**src/rtl/mux16_b3.sv**
```systemverilog
// Registered 8:1 select of WIDTH-bit channels; r updates one clk after set/data are sampled.
// No handshake or backpressure: a new channel is loaded on every edge unless reset is high.
module mux16_b3 #(
  parameter int WIDTH = 16
) (
  input  logic             clk,
  input  logic             reset,
  input  logic [WIDTH-1:0] in0,
  input  logic [WIDTH-1:0] in1,
  input  logic [WIDTH-1:0] in2,
  input  logic [WIDTH-1:0] in3,
  input  logic [WIDTH-1:0] in4,
  input  logic [WIDTH-1:0] in5,
  input  logic [WIDTH-1:0] in6,
  input  logic [WIDTH-1:0] in7,
  input  logic [2:0]       set,
  output logic [WIDTH-1:0] r
);

  logic [WIDTH-1:0] sel_dat;

  // Every 3-bit code maps to a channel, so there is no illegal/default output.
  always_comb begin
    sel_dat = '0;
    case (set)
      3'd0: sel_dat = in0;
      3'd1: sel_dat = in1;
      3'd2: sel_dat = in2;
      3'd3: sel_dat = in3;
      3'd4: sel_dat = in4;
      3'd5: sel_dat = in5;
      3'd6: sel_dat = in6;
      3'd7: sel_dat = in7;
    endcase
  end

  always_ff @(posedge clk) begin
    if (reset) r <= '0;
    else       r <= sel_dat;
  end

endmodule

```
**config.mk**
```make
export PLATFORM = sky130hd
export DESIGN_NAME = mux16_b3
export DESIGN_NICKNAME = d
export VERILOG_FILES = /design/src/rtl/mux16_b3.sv
export SDC_FILE = /design/constraint.sdc
export NUM_CORES = 1
export LEC_CHECK = 0
export BUFFER_PORTS_ARGS = -buffer_cell sky130_fd_sc_hd__buf_2
export CAP_MARGIN = 20
export CORE_UTILIZATION = 37
export CTS_CLUSTER_DIAMETER = 40
export CTS_CLUSTER_SIZE = 30
export DETAILED_ROUTE_END_ITERATION = 16
export PLACE_DENSITY = 0.87
export SYNTH_ARGS = -nofsm -noshare
export SYNTH_HDL_FRONTEND = slang
export SYNTH_SLANG_ARGS = --single-unit
```
**constraint.sdc**
```tcl
create_clock -name clk -period 1.7 [get_ports clk]
set_input_delay 0.34 -clock clk [delete_from_list [all_inputs] [get_ports clk]]
set_output_delay 0.34 -clock clk [all_outputs]
set_load 0.01 [all_outputs]
```
==> impl_results.md <==
* Status: finished clean
* Endpoint class of the critical path: flop
* Avg Cell Area, Syn at 9.423 µm²
* Max clock buf depth at 2
* Worst slew margin at 78.76%
* Final HPWL DP at 4.028 mm
* Starting Density at 40.18%
* N_diodes at 0
* Largest net degree at the start of global routing at 23
* Starting DRT DRC Count at 100
* Worst path arrival time at 1490 ps
* Netlist cell types at 31
* CTS tree: done
* CTS Sinks at 16
* Post-CTS resize count at 0
* EDFF count, synth at 0
* Global-route wire length before repair at 7.355 mm
* Post-route insts no fill at 356
* Clock Tree Root: clkbuf_8
* Max-slew violation count at 0
* Share of flip-flops with an asynchronous set or reset at 0%
* Top Registers: r x16
* Number of synthesized register bits at 16
* Synth top cells by count: 17 x inv_1, 17 x nor2_1, 16 x dfxtp_1
* Post-CTS Hold Buffers at 0
* Syn. warnings at 0
* DRC viols at 0
* Top cell type's share of synthesized area at 20.98%
* Chip Width at 66.23 µm
* Mean number of vias per cell at 5.138
* Synth area leader: dfxtp_1
* Hold_ws at 358.7 ps
* GP Congestion at 0.6988
* CTS clk-pin slew, worst paths at 70 ps
* Die footprint at 4386 µm²
* Vias in the first global route at 1,688
* Seq/Total Area, Yosys at 20.98%
* Final setup violation count at 0
* Worst-margin pin slew at 318.6 ps
* Setup TNS at 0 ps
* Core ar. at 3799 µm²
* Synth top area cells: dfxtp_1 21%, mux4_1 14%, mux2i_1 9.2%
* Mapped Cells at 162
* Hold Path Class: input port to flop
* Number of routed nets with antenna violations at 0
* Post-CTS Setup Repair Bufs at 0
* Site Rows at 22
* Tcrit/Tclk final at 80.30%
* # Max-Cap Violations at 0
* Vert. Die Dim at 66.23 µm
* Mapped cell area at 1526 µm²
* Drt pass-1 iters at 4
* Post-Syn Nets at 295
* Met3 WL at 501 µm
* Initial antenna violation count at 0
* Post-Route WL at 4.947 mm
* # IOs at 149
* Worst IR drop on VDD at 0.2672 mV
* Max reg flops at 16
* DR WL/cell at 13.90 µm
* Total CTS buffers at 3
* Leak at 1.283 nW
* Cell total after placement at 352
* Largest register by flop count: r
* All-Layer GR Usage at 22.26%
* Global route overflow at 0
* WP data required at 1830 ps
* Worst-path maximum fanout at 22
* Final nets at 442
* Vias at 1,829
* CP Class: input port to flop
* Power density over the cells at 520.5 nW/µm²
* Dominant synthesized flop cell: dfxtp_1
* Layout cell share with drive strength beyond 1 at 56.82%
* Post-layout min period at 1365 ps
* RSZ-0062 raised after global routing: no
* Met1 Routed Length at 1.896 mm
* Htree depth at 1
* PortBufs at 148
* Fmax at 0.7325 GHz
* Layout area overhead at 54.26%
* Routed wl met2 at 2.481 mm
* Final Hold Fails at 0
* CP startpoint kind: input port
* Top sig layer: met4
-- where the power goes --
group | internal, mW | total (mW) | switching, mW
clock network | 0.206 | 0.342 | 0.136
logic | 0.270 | 0.468 | 0.198
registers | 0.407 | 0.415 | 0.00827
-- cells in the final DEF, fill, tap and decap left out, types with 5 or more instances in the layout --
master / netlist / final
a21oi_1: 15 / 15
dfxtp_1: 16 / 16
nor2_1: 17 / 17
mux4_2: 5 / 5
buf_4: 1 / 8
a221oi_1: 9 / 9
inv_1: 17 / 17
buf_2: 7 / 148
nor3_1: 12 / 12
mux4_1: 8 / 8
mux2i_1: 14 / 14
-- worst paths after layout --
check / start / end / cells after the start
hold / removal: in0[3] / r[3]$_SDFF_PP0_ / 3
setup / recovery: set[1] / r[12]$_SDFF_PP0_ / 5
-- through the flow --
stage                     util, %  power (mW)  instance area (µm²)  worst slack (ps)
after floorplan                 -      0.6811                 1526             236.1
final                       61.99       1.226                 2355             334.9
after CTS                   61.99       1.235                 2355             326.0
after global routing        61.99       1.306                 2355             252.3
after detailed placement    60.54      0.8953                 2300             60.94
after global placement      60.54      0.8832                 2300             100.1
-- cell families after synthesis --
family                 synth area share [%]
AO/OA/AOI/OAI                         21.15
multiplexers                          31.80
AND/OR/NAND/NOR                       13.53
buffers and inverters                 12.54
flip-flops                            20.98
-- final cells by class --
cell class	count	area, µm²
inverter	17	63.81
sequential	16	320.3
multi-input combinational	113	1015
clock buffer	4	55.05
fill	351	1444
tap	48	60.06
timing repair buffer	158	840.8
-- per-layer routing --
layer / up-vias / GRT usage, %
li1: 908 / -
met5: - / 0
met1: 821 / 24.74
met2: 91 / 41.45
met4: 0 / 6.383
met3: 9 / 5.345
-- worst max-delay path, stage by stage --
cell	delay (ps)
buf_2	150
buf_12	200
mux4_1	580
a21oi_1	160
nor3_1	60
No activity file was read; power rests on OpenSTA's default activity.
